==> src/rtl/uart_rx_gen.sv <==
// -----------------------------------------------------------------------------
// uart_rx_gen
// Oversampling UART receiver with a fractional baud-tick generator, 3-sample
// majority-vote bit recovery, configurable data/parity/stop format and a
// one-entry valid/ready holding register carrying framing/parity status.
// Break frames (everything up to the first stop bit sampled low) produce a
// single BREAK_O pulse instead of a data word.
//
// Ports
//   CLK_I         in   system clock, rising edge
//   RST_NI        in   asynchronous reset, active low
//   RX_I          in   serial line, idle high, asynchronous to CLK_I
//   DATA_O        out  received word, LSB = first bit on the line
//   VALID_O       out  DATA_O / FRAME_ERR_O / PARITY_ERR_O valid
//   READY_I       in   consumer accepts the word when VALID_O && READY_I
//   FRAME_ERR_O   out  held word had a 0 stop bit
//   PARITY_ERR_O  out  held word failed the parity check
//   BREAK_O       out  one-cycle pulse per detected break
//   OVERRUN_O     out  sticky until next handshake: a frame was dropped
//   BUSY_O        out  receiver is not idle
// -----------------------------------------------------------------------------
module uart_rx_gen #(
  parameter int CLK_RATE    = 100_000_000,
  parameter int BAUD_RATE   = 115200,
  parameter int DATA_BITS   = 8,
  parameter int PARITY      = 0,
  parameter int STOP_BITS   = 1,
  parameter int OVERSAMPLE  = 16,
  parameter int SYNC_STAGES = 3
) (
  input  logic                 CLK_I,
  input  logic                 RST_NI,
  input  logic                 RX_I,
  output logic [DATA_BITS-1:0] DATA_O,
  output logic                 VALID_O,
  input  logic                 READY_I,
  output logic                 FRAME_ERR_O,
  output logic                 PARITY_ERR_O,
  output logic                 BREAK_O,
  output logic                 OVERRUN_O,
  output logic                 BUSY_O
);

  localparam int INC = BAUD_RATE * OVERSAMPLE;
  localparam int AW  = $clog2(CLK_RATE + INC) + 1;
  localparam int SW  = $clog2(OVERSAMPLE);
  localparam int MID = OVERSAMPLE / 2;

  localparam logic [SW-1:0] SMP_A   = SW'(MID - 1);
  localparam logic [SW-1:0] SMP_B   = SW'(MID);
  localparam logic [SW-1:0] SMP_C   = SW'(MID + 1);
  localparam logic [SW-1:0] SMP_END = SW'(OVERSAMPLE - 1);
  localparam logic [3:0]    LAST_DATA = 4'(DATA_BITS - 1);
  localparam logic [3:0]    LAST_STOP = 4'(STOP_BITS - 1);

  typedef enum logic [2:0] {
    ST_IDLE,
    ST_START,
    ST_DATA,
    ST_PARITY,
    ST_STOP,
    ST_DELIVER,
    ST_BRK_WAIT
  } state_t;

  // 2-of-3 vote over the samples around mid-bit
  function automatic logic f_majority(input logic a, input logic b, input logic c);
    return (a & b) | (a & c) | (b & c);
  endfunction

  // Parity error: data XOR parity bit must be 1 for odd parity, 0 for even
  function automatic logic f_parity_err(input logic [DATA_BITS-1:0] d, input logic p);
    logic want_odd;
    want_odd = (PARITY == 1) ? 1'b1 : 1'b0;
    return ((^d) ^ p) != want_odd;
  endfunction

  logic [SYNC_STAGES-1:0] r_sync;
  logic                   r_rx_d;
  logic [AW-1:0]          r_acc;
  logic [SW-1:0]          r_scnt;
  logic                   r_s0;
  logic                   r_s1;
  state_t                 r_state;
  logic [3:0]             r_bcnt;
  logic [DATA_BITS-1:0]   r_shift;
  logic                   r_fe;
  logic                   r_pe;
  logic                   r_brk;
  logic [DATA_BITS-1:0]   r_data;
  logic                   r_valid;
  logic                   r_fe_o;
  logic                   r_pe_o;
  logic                   r_break;
  logic                   r_ovr;
  logic                   r_busy;

  logic                   w_rx;
  logic                   w_start_edge;
  logic [AW-1:0]          w_sum;
  logic                   w_tick;
  logic                   w_decide;
  logic                   w_bit;

  assign w_rx = r_sync[SYNC_STAGES-1];

  // Tick generation, edge detect and bit decision strobes
  always_comb begin
    w_sum        = r_acc + AW'(INC);
    w_tick       = (w_sum >= AW'(CLK_RATE));
    w_start_edge = (r_state == ST_IDLE) && r_rx_d && !w_rx;
    w_decide     = w_tick && (r_scnt == SMP_C);
    w_bit        = f_majority(r_s0, r_s1, w_rx);
  end

  // RX synchroniser and previous-value register for falling-edge detection
  always_ff @(posedge CLK_I or negedge RST_NI) begin
    if (!RST_NI) begin
      r_sync <= {SYNC_STAGES{1'b1}};
      r_rx_d <= 1'b1;
    end else begin
      r_sync <= {r_sync[SYNC_STAGES-2:0], RX_I};
      r_rx_d <= w_rx;
    end
  end

  // Fractional baud accumulator, sample counter and mid-bit sample capture;
  // both counters restart on the start edge so sampling is phase-aligned
  always_ff @(posedge CLK_I or negedge RST_NI) begin
    if (!RST_NI) begin
      r_acc  <= {AW{1'b0}};
      r_scnt <= {SW{1'b0}};
      r_s0   <= 1'b1;
      r_s1   <= 1'b1;
    end else if (w_start_edge) begin
      r_acc  <= {AW{1'b0}};
      r_scnt <= {SW{1'b0}};
    end else begin
      r_acc <= w_tick ? (w_sum - AW'(CLK_RATE)) : w_sum;
      if (w_tick) begin
        r_scnt <= (r_scnt == SMP_END) ? {SW{1'b0}} : (r_scnt + {{(SW-1){1'b0}}, 1'b1});
        if (r_scnt == SMP_A) r_s0 <= w_rx;
        if (r_scnt == SMP_B) r_s1 <= w_rx;
      end
    end
  end

  // Frame FSM plus holding register; later assignments in the case override
  // the handshake defaults so a load in DELIVER wins over the clear
  always_ff @(posedge CLK_I or negedge RST_NI) begin
    if (!RST_NI) begin
      r_state <= ST_IDLE;
      r_bcnt  <= 4'd0;
      r_shift <= {DATA_BITS{1'b0}};
      r_fe    <= 1'b0;
      r_pe    <= 1'b0;
      r_brk   <= 1'b0;
      r_data  <= {DATA_BITS{1'b0}};
      r_valid <= 1'b0;
      r_fe_o  <= 1'b0;
      r_pe_o  <= 1'b0;
      r_break <= 1'b0;
      r_ovr   <= 1'b0;
      r_busy  <= 1'b0;
    end else begin
      r_break <= 1'b0;
      if (r_valid && READY_I) begin
        r_valid <= 1'b0;
        r_ovr   <= 1'b0;
        r_data  <= {DATA_BITS{1'b0}};
        r_fe_o  <= 1'b0;
        r_pe_o  <= 1'b0;
      end
      case (r_state)
        ST_IDLE: begin
          if (w_start_edge) begin
            r_state <= ST_START;
            r_busy  <= 1'b1;
          end
        end
        ST_START: begin
          if (w_decide) begin
            if (w_bit) begin
              // glitch shorter than half a bit: silently give up
              r_state <= ST_IDLE;
              r_busy  <= 1'b0;
            end else begin
              r_state <= ST_DATA;
              r_bcnt  <= 4'd0;
              r_brk   <= 1'b1;
              r_fe    <= 1'b0;
              r_pe    <= 1'b0;
            end
          end
        end
        ST_DATA: begin
          if (w_decide) begin
            r_shift <= {w_bit, r_shift[DATA_BITS-1:1]};
            r_brk   <= r_brk & ~w_bit;
            if (r_bcnt == LAST_DATA) begin
              r_bcnt  <= 4'd0;
              r_state <= (PARITY != 0) ? ST_PARITY : ST_STOP;
            end else begin
              r_bcnt <= r_bcnt + 4'd1;
            end
          end
        end
        ST_PARITY: begin
          if (w_decide) begin
            r_pe    <= f_parity_err(r_shift, w_bit);
            r_brk   <= r_brk & ~w_bit;
            r_state <= ST_STOP;
          end
        end
        ST_STOP: begin
          if (w_decide) begin
            if (!w_bit) r_fe <= 1'b1;
            // only the first stop bit takes part in break detection
            if (r_bcnt == 4'd0) r_brk <= r_brk & ~w_bit;
            if (r_bcnt == LAST_STOP) begin
              r_state <= ST_DELIVER;
            end else begin
              r_bcnt <= r_bcnt + 4'd1;
            end
          end
        end
        ST_DELIVER: begin
          if (r_brk) begin
            r_break <= 1'b1;
            r_state <= ST_BRK_WAIT;
          end else begin
            if (!r_valid || READY_I) begin
              r_data  <= r_shift;
              r_fe_o  <= r_fe;
              r_pe_o  <= r_pe;
              r_valid <= 1'b1;
            end else begin
              r_ovr <= 1'b1;
            end
            r_state <= ST_IDLE;
            r_busy  <= 1'b0;
          end
        end
        ST_BRK_WAIT: begin
          if (w_rx) begin
            r_state <= ST_IDLE;
            r_busy  <= 1'b0;
          end
        end
        default: begin
          r_state <= ST_IDLE;
          r_busy  <= 1'b0;
        end
      endcase
    end
  end

  assign DATA_O       = r_data;
  assign VALID_O      = r_valid;
  assign FRAME_ERR_O  = r_fe_o;
  assign PARITY_ERR_O = r_pe_o;
  assign BREAK_O      = r_break;
  assign OVERRUN_O    = r_ovr;
  assign BUSY_O       = r_busy;

endmodule

==> config.mk <==
export PLATFORM = sky130hd
export DESIGN_NAME = uart_rx_gen
export DESIGN_NICKNAME = d
export VERILOG_FILES = /design/src/rtl/uart_rx_gen.sv
export SDC_FILE = /design/constraint.sdc
export NUM_CORES = 1
export LEC_CHECK = 0
export CAP_MARGIN = 20
export CORE_MARGIN = 8
export CORE_UTILIZATION = 49
export CTS_BUF_LIST = sky130_fd_sc_hd__clkbuf_8
export CTS_CLUSTER_DIAMETER = 60
export CTS_CLUSTER_SIZE = 16
export DETAILED_ROUTE_END_ITERATION = 16
export PLACE_DENSITY = 0.75
export REMOVE_ABC_BUFFERS = 1
export SKIP_CTS_REPAIR_TIMING = 1
export SYNTH_ARGS = -nofsm -noshare
export SYNTH_HDL_FRONTEND = slang
export SYNTH_SLANG_ARGS = --single-unit
==> constraint.sdc <==
create_clock -name CLK_I -period 2.7 [get_ports CLK_I]
set_input_delay 0.675 -clock CLK_I [delete_from_list [all_inputs] [get_ports CLK_I]]
set_output_delay 0.675 -clock CLK_I [all_outputs]
set_load 0.01 [all_outputs]
# After elaboration in Yosys (flattened, before gate mapping)
# Index checks and enable logic that the tools add are counted.
word_totals:
  reg_bits: 70
  wordCells: 147
  in_bits: 4
op_classes:
  eq_ne: 25
  addsub: 4
  order_cmp: 1
  bitwise: 10
  reduce_logical: 26
  n_mux: 62
ops:
  columns: ["cell", "n"]
  rows:
  - ["$mux 28", 2]
  - ["$mux 4", 9]
  - ["$mux 8", 4]
  - ["$mux 1", 31]
  - ["$add 28x21->28 const B", 1]
  - ["$ge 28x27->1 const B", 1]
  - ["$sub 28x27->28 const B", 1]
  - ["$mux 3", 9]
  - ["$ne 2x2->1 const B", 13]
  - ["$pmux 3 s7", 1]
  - ["$reduce_and 6->1", 3]
  - ["$eq 4x4->1 const B", 3]
  - ["$pmux 4 s3", 1]
  - ["$eq 3x3->1 const B", 3]
  - ["$add 4x1->4 const B", 2]
  - ["$eq 4x3->1 const B", 2]
  - ["$reduce_and 8->1", 1]
  - ["$reduce_xor 8->1", 1]
  - ["$eq 3x2->1 const B", 2]
  - ["$reduce_and 3->1", 2]
  - ["$reduce_bool 2->1", 3]
  - ["$reduce_bool 3->1", 2]
  - ["$pmux 1 s5", 1]
  - ["$reduce_and 5->1", 1]
  - ["other kinds (18)", 29]

# Depth between registers and ports, before layout
# Gate-level depths: netlist of run 1.
depth:
  word_depth: 8
  mapped_depth: 12

# Worst setup path after synthesis of run 1
# OpenSTA, ideal clock, no wires.
synth_path:
  path_type: "flip-flop to flip-flop"
  startpoint: "register r_acc[13]"
  endpoint: "register r_shift[0]"
  setup_slack_ps: -151
  period_less_slack_ps: 2851
  path_buffers: 2
  setup_ps: 125
  stages_incl_launch_ff: 12
  arrival_ps: 2726
  cell_sequence: "dfrtp_1 ha_1 and4_1 buf_4 o211ai_1 xnor2_2 o2111ai_4 o31a_1 buf_6 nor2_8 nand3_4 mux2_4"
synth_between:
  elab_chain_len: 4
synth_lines:
  columns: ["item", "line", "source"]
  rows:
  - ["start, declared", "80", "logic [AW-1:0] r_acc;"]
  - ["start signal, assigned", "131", "r_acc <= {AW{1'b0}};"]
  - ["start signal, assigned", "136", "r_acc <= {AW{1'b0}};"]
  - ["start signal, assigned", "139", "r_acc <= w_tick ? (w_sum - AW'(CLK_RATE)) : w_sum;"]
  - ["$add 28x21->28", "109", "w_sum = r_acc + AW'(INC);"]
  - ["$ge 28x27->1", "110", "w_tick = (w_sum >= AW'(CLK_RATE));"]
  - ["$logic_and 1x1->1", "112", "w_decide = w_tick && (r_scnt == SMP_C);"]
  - ["$reduce_and 2->1 (no source line)", null, null]
  - ["end signal, assigned", "154", "r_shift <= {DATA_BITS{1'b0}};"]
  - ["end signal, assigned", "198", "r_shift <= {w_bit, r_shift[DATA_BITS-1:1]};"]
  - ["end, declared", "86", "logic [DATA_BITS-1:0] r_shift;"]
# No other way between the ends.
# A chain may end at the register's enable or synchronous reset.

# Worst setup path after layout of run 1
layout_path:
  startpoint: "register r_acc[13]"
  endpoint: "register r_fe"
layout_between:
  elab_chain_len: 5
layout_lines:
  columns: ["item", "line", "source"]
  rows:
  - ["$add 28x21->28 *", "109", null]
  - ["$ge 28x27->1 *", "110", null]
  - ["$logic_and 1x1->1 *", "112", null]
  - ["$ne 2x2->1 (no source line)", null, null]
  - ["$reduce_and 5->1 (no source line) *", null, null]
  - ["end signal, assigned", "155", "r_fe <= 1'b0;"]
  - ["end signal, assigned", "191", "r_fe <= 1'b0;"]
  - ["end signal, assigned", "217", "if (!w_bit) r_fe <= 1'b1;"]
  - ["end, declared", "87", "logic r_fe;"]
# Every way passes the cells marked *; elsewhere a longest branch is shown, timed or not.

==> results of run 1 <==
## metrics by stage
stage	TNS [ns]	utilization (%)	instance area, um2
floorplan	-5.35	-	3600
global placement	0	57.3	4180
detailed placement	-0.107	57.3	4180
CTS	-0.197	60.5	4410
global route	-0.00393	62.8	4580
finish	0	62.8	4580
## cells in the final DEF, fill, tap and decap left out, drive strengths merged, types with 5 or more instances in the layout
cell / instances
nor3: 15
inv: 13
xor2: 11
nand2b: 5
nand2: 50
buf: 44
xnor2: 25
and3: 6
nor2: 41
a21oi: 19
nand3: 26
dfstp: 6
clkbuf: 11
dfrtp: 56
clkdlybuf4s50: 16
o31ai: 6
mux2: 10
ha: 9
a31oi: 5
o21ai: 20
## kinds of logic after synthesis
kind of cell,count (synthesis)
AOI/OAI and AO/OA,71
and+or+nand+nor,174
buffers and inverters,29
adders and majority gates,9
muxes,11
xor gates and xnor gates,36
DFF,62
## state kept, by name, indices dropped and copies added, names as in the netlist, 3 cells and up
signal / count
r_sync: 3
r_scnt: 4
r_bcnt: 4
r_shift: 8
r_acc: 20
r_state: 3
DATA_O: 8
## per-layer routing
metal	part of all wire [%]	vias to the layer above	wire, um
met2	49	66	3860
met4	1.1	0	90
met5	0	-	0
met1	45	1471	3530
li1	-	1476	-
met3	4.8	9	376
## power by group through the flow
stage | Combinational, mW | Sequential [mW] | Clock [mW]
2_1_floorplan | 1.58 | 1.43 | 0
3_3_place_gp | 2.38 | 1.42 | 0
4_1_cts | 2.45 | 1.41 | 0.961
5_1_grt | 2.99 | 1.46 | 1.01
3_5_place_dp | 2.43 | 1.43 | 0
6_report | 2.71 | 1.42 | 0.946
## worst max-delay path by stage
| stage | startpoint | to | slack [ns] | depth (start not counted) |
|---|---|---|---|---|
| 2_1_floorplan | r_acc[13] | r_shift[0] | -0.34 | 9 |
| 3_5_place_dp | r_acc[13] | r_bcnt[1] | -0.04 | 10 |
| 3_3_place_gp | r_acc[13] | r_acc[14] | 0.03 | 10 |
| 5_1_grt | r_acc[13] | r_fe | -0.004 | 12 |
| 6_report | r_acc[13] | r_fe | 0.11 | 10 |
| 4_1_cts | r_acc[13] | r_bcnt[1] | -0.05 | 10 |
## worst register-to-register path, delay by kind of cell, from the launching register on
family | cells | cell delay [ns]
adder cells (fa/ha/maj) | 1 | 0.19
XOR/XNOR | 1 | 0.18
buffers and inverters | 1 | 0.16
AND/OR/NAND/NOR | 2 | 0.41
AO/OA/AOI/OAI | 5 | 1.14
flip-flops | 1 | 0.40
## final cells by class
type	count	area, um2	share of cell area, %
Tap cell	99	124	2.71
Timing Repair Buffer	60	517	11.3
Clock buffer	11	151	3.31
Clock inverter	5	81.3	1.78
Inverter	14	52.6	1.15
Sequential cell	62	1560	34.1
Multi-Input combinational cell	301	2090	45.7
==> flow_summary.html, run 1 <==
<table>
<tr><th>Metric</th><th>Value</th></tr>
<tr><th colspan="2">Setup path</th></tr>
<tr><td>Count of cells along the worst register-to-register path</td><td>10</td></tr>
<tr><td>Kind of launch point of the worst setup path</td><td>flop</td></tr>
<tr><td>Critical-path top delay cell</td><td>sky130_fd_sc_hd__dfrtp_1</td></tr>
<tr><td>Worst endpoint data arrival time</td><td>2.81 ns</td></tr>
<tr><td>Reg-to-Reg Start</td><td>r_acc[13]</td></tr>
<tr><td>Kind of end point of the critical path</td><td>flop</td></tr>
<tr><td>Number of buffer and inverter instances along the worst setup path</td><td>1</td></tr>
<tr><td>Max FO, Critical Path</td><td>8</td></tr>
<tr><td>Flop2flop setup slack</td><td>0.11 ns</td></tr>
<tr><td>Slowest stage delay, CP</td><td>0.40 ns</td></tr>
<tr><td>Worst EP required</td><td>2.93 ns</td></tr>
<tr><td>Cell-by-cell listing of the critical path</td><td>ha_2, and4_4, o211ai_1, xnor2_2, o2111ai_4, buf_6, o31ai_4, nand3_4, o31ai_1, a21oi_1</td></tr>
<tr><td>Critical path start-end classification</td><td>reg -&gt; reg</td></tr>
<tr><td>End of the worst register-to-register path</td><td>r_fe</td></tr>
<tr><td>Kind of cell adding the most delay to the critical path</td><td>compound AO/OA/AOI/OAI gates</td></tr>
<tr><th colspan="2">Clock network</th></tr>
<tr><td>CTS root buf</td><td>sky130_fd_sc_hd__clkbuf_8</td></tr>
<tr><td>Largest buffer count on any clock path</td><td>2</td></tr>
<tr><td>CTS clock-pin slew for the worst setup and hold paths</td><td>0.08 ns</td></tr>
<tr><td>TritonCTS sink count</td><td>62</td></tr>
<tr><td>H-tree depth</td><td>3</td></tr>
<tr><td>TritonCTS buffer count</td><td>9</td></tr>
<tr><td>Clock tree from TritonCTS</td><td>done</td></tr>
<tr><td>Source-to-sink clock delay at the later pin of the worst-skew pair</td><td>0.34 ns</td></tr>
<tr><th colspan="2">Floorplanning</th></tr>
<tr><td>CORE AREA</td><td>7290 um2</td></tr>
<tr><td>Initial core utilization</td><td>50.6%</td></tr>
<tr><td>Number of cell rows</td><td>31</td></tr>
<tr><td>Total Die Area</td><td>10600 um2</td></tr>
<tr><td>Die height</td><td>103 um</td></tr>
<tr><td>Total I/O pin count</td><td>18</td></tr>
<tr><td>Die W</td><td>103 um</td></tr>
<tr><th colspan="2">Power and ir drop</th></tr>
<tr><td>Power density of the placed cells</td><td>1110 nW/um2</td></tr>
<tr><td>Switching part of the total power</td><td>41.0%</td></tr>
<tr><td>Comb pwr share</td><td>53.3%</td></tr>
<tr><td>Internal power of the cells</td><td>3.00 mW</td></tr>
<tr><td>Power, Total</td><td>5.08 mW</td></tr>
<tr><td>Switching component of the power</td><td>2.08 mW</td></tr>
<tr><td>Worst voltage drop across the vdd grid</td><td>708 uV</td></tr>
<tr><td>Portion of total power attributed to the clock network</td><td>18.6%</td></tr>
<tr><td>Leak pwr</td><td>2.02 nW</td></tr>
<tr><td>Portion of total power attributed to sequential cells</td><td>28.1%</td></tr>
<tr><th colspan="2">Yosys</th></tr>
<tr><td>Synth Area in XOR/XNOR</td><td>8.75%</td></tr>
<tr><td>Post-synth EDFFs</td><td>0</td></tr>
<tr><td>Multiplexer area fraction after synthesis</td><td>4.14%</td></tr>
<tr><td>Most frequently used flop master after synthesis</td><td>sky130_fd_sc_hd__dfrtp_1</td></tr>
<tr><td>Number of synthesized register bits</td><td>62</td></tr>
<tr><td>Seq/Total Area, Yosys</td><td>42.3%</td></tr>
<tr><td>Most repeated cell in the gate-level netlist after synthesis</td><td>sky130_fd_sc_hd__dfrtp_1</td></tr>
<tr><td>Cell type with the highest aggregate area in the netlist</td><td>sky130_fd_sc_hd__dfrtp_1</td></tr>
<tr><td>Combined area of all synthesized cells</td><td>3690 um2</td></tr>
<tr><td>Adder-cell share of the synthesized area</td><td>3.05%</td></tr>
<tr><td>Post-synthesis compound-gate area fraction</td><td>13.4%</td></tr>
<tr><td>Post-synthesis simple-gate area fraction</td><td>24.7%</td></tr>
<tr><td>Largest family of logic cells by synthesized area</td><td>simple AND/OR/NAND/NOR gates</td></tr>
<tr><td>Avg Synthesized Cell Area</td><td>9.41 um2</td></tr>
<tr><td>Synth area leaders</td><td>sky130_fd_sc_hd__dfrtp_1 38%, sky130_fd_sc_hd__xnor2_1 5.7%, sky130_fd_sc_hd__nand2_1 5.1%, sky130_fd_sc_hd__dfstp_2 4.3%, sky130_fd_sc_hd__nor2_1 4.1%</td></tr>
<tr><td>Area share of the leading cell type in the synthesized netlist</td><td>38.0%</td></tr>
<tr><td>Count of mapped cells out of synthesis</td><td>392</td></tr>
<tr><td>Count of warnings emitted by yosys</td><td>0</td></tr>
<tr><td>Count of different cell masters after synthesis</td><td>58</td></tr>
<tr><td>Share of flip-flops with an asynchronous set or reset</td><td>100%</td></tr>
<tr><td>Top cells by count, synth</td><td>56 x sky130_fd_sc_hd__dfrtp_1, 50 x sky130_fd_sc_hd__nand2_1, 40 x sky130_fd_sc_hd__nor2_1</td></tr>
<tr><th colspan="2">Final layout</th></tr>
<tr><td>Number of nets in the final layout</td><td>461</td></tr>
<tr><td>Cell Count, Final, Fillers Out</td><td>552</td></tr>
<tr><td>Number of filler cells placed in the layout</td><td>611</td></tr>
<tr><td>Synthesis-to-layout area growth</td><td>24.1%</td></tr>
<tr><td>Share of post-route cells with drive strength above 1</td><td>23.8%</td></tr>
<tr><td>Antenna cell count</td><td>0</td></tr>
<tr><th colspan="2">STA</th></tr>
<tr><td>Relative max-transition margin</td><td>63.6%</td></tr>
<tr><td>Achievable frequency</td><td>0.386 GHz</td></tr>
<tr><td># setup viols final</td><td>0</td></tr>
<tr><td>Slew at the pin closest to its max-slew limit</td><td>0.540 ns</td></tr>
<tr><td>Clk_skew</td><td>0.0113 ns</td></tr>
<tr><td>WHS</td><td>0.312 ns</td></tr>
<tr><td>Final cycle utilization of the critical path</td><td>95.8%</td></tr>
<tr><td>Pins over their slew limit</td><td>0</td></tr>
<tr><td>Final setup margin</td><td>0.113 ns</td></tr>
<tr><td>Number of hold violations in the final report</td><td>0</td></tr>
<tr><td>Crit path time final</td><td>2.59 ns</td></tr>
<tr><th colspan="2">GRT</th></tr>
<tr><td>M2 GR Usage</td><td>27.3%</td></tr>
<tr><td>Vias in the first global route</td><td>2899</td></tr>
<tr><td>Combined global-route utilization of all metal layers</td><td>15.6%</td></tr>
<tr><td>GR Layer Usage met1</td><td>18.5%</td></tr>
<tr><td>Final global-route overflow total</td><td>0</td></tr>
<tr><td>Most used routing layer in global routing</td><td>met2</td></tr>
<tr><td>Met3 Use GR</td><td>3.58%</td></tr>
<tr><td>First-pass GRT wire length</td><td>13100 um</td></tr>
<tr><td>Initial antenna violation count</td><td>0</td></tr>
<tr><td>Pin count of the biggest net entering global routing</td><td>42</td></tr>
<tr><th colspan="2">Drt</th></tr>
<tr><td>WL/cell</td><td>14.2 um</td></tr>
<tr><td>Remaining routing DRC violations</td><td>0</td></tr>
<tr><td>DRC violation total after the first TritonRoute iteration</td><td>148</td></tr>
<tr><td>ANT nets after route</td><td>0</td></tr>
<tr><td>Routed vias/inst</td><td>5.47</td></tr>
<tr><td>Total routed wirelength</td><td>7860 um</td></tr>
<tr><td>Via count</td><td>3022</td></tr>
<tr><td>First-pass iteration count of the detailed router</td><td>5</td></tr>
<tr><th colspan="2">Place</th></tr>
<tr><td>Weighted congestion at the end of routability-driven global placement</td><td>0.894</td></tr>
<tr><td>Pre-CTS worst setup slack</td><td>-0.0391 ns</td></tr>
<tr><td>Count of port buffers added during placement</td><td>17</td></tr>
<tr><td>Post-detail-place hpwl</td><td>5660 um</td></tr>
<tr><td>Dpl cells</td><td>529</td></tr>
<tr><th colspan="2">Run status</th></tr>
<tr><td>Outcome</td><td>complete, no violations</td></tr>
<tr><th colspan="2">Flow run</th></tr>
<tr><td>Number of maximum-capacitance violations</td><td>0</td></tr>
<tr><th colspan="2">Worst hold path</th></tr>
<tr><td>Worst min-delay path category</td><td>in -&gt; async</td></tr>
</table>
No activity file was read; power rests on OpenSTA's default activity.
==> inputs of run 2 (changes only) <==
CTS_CLUSTER_DIAMETER = 80   (was 60)
==> results of run 2 <==
Same layout as run 1: the final DEF is identical, and so are final timing and power.
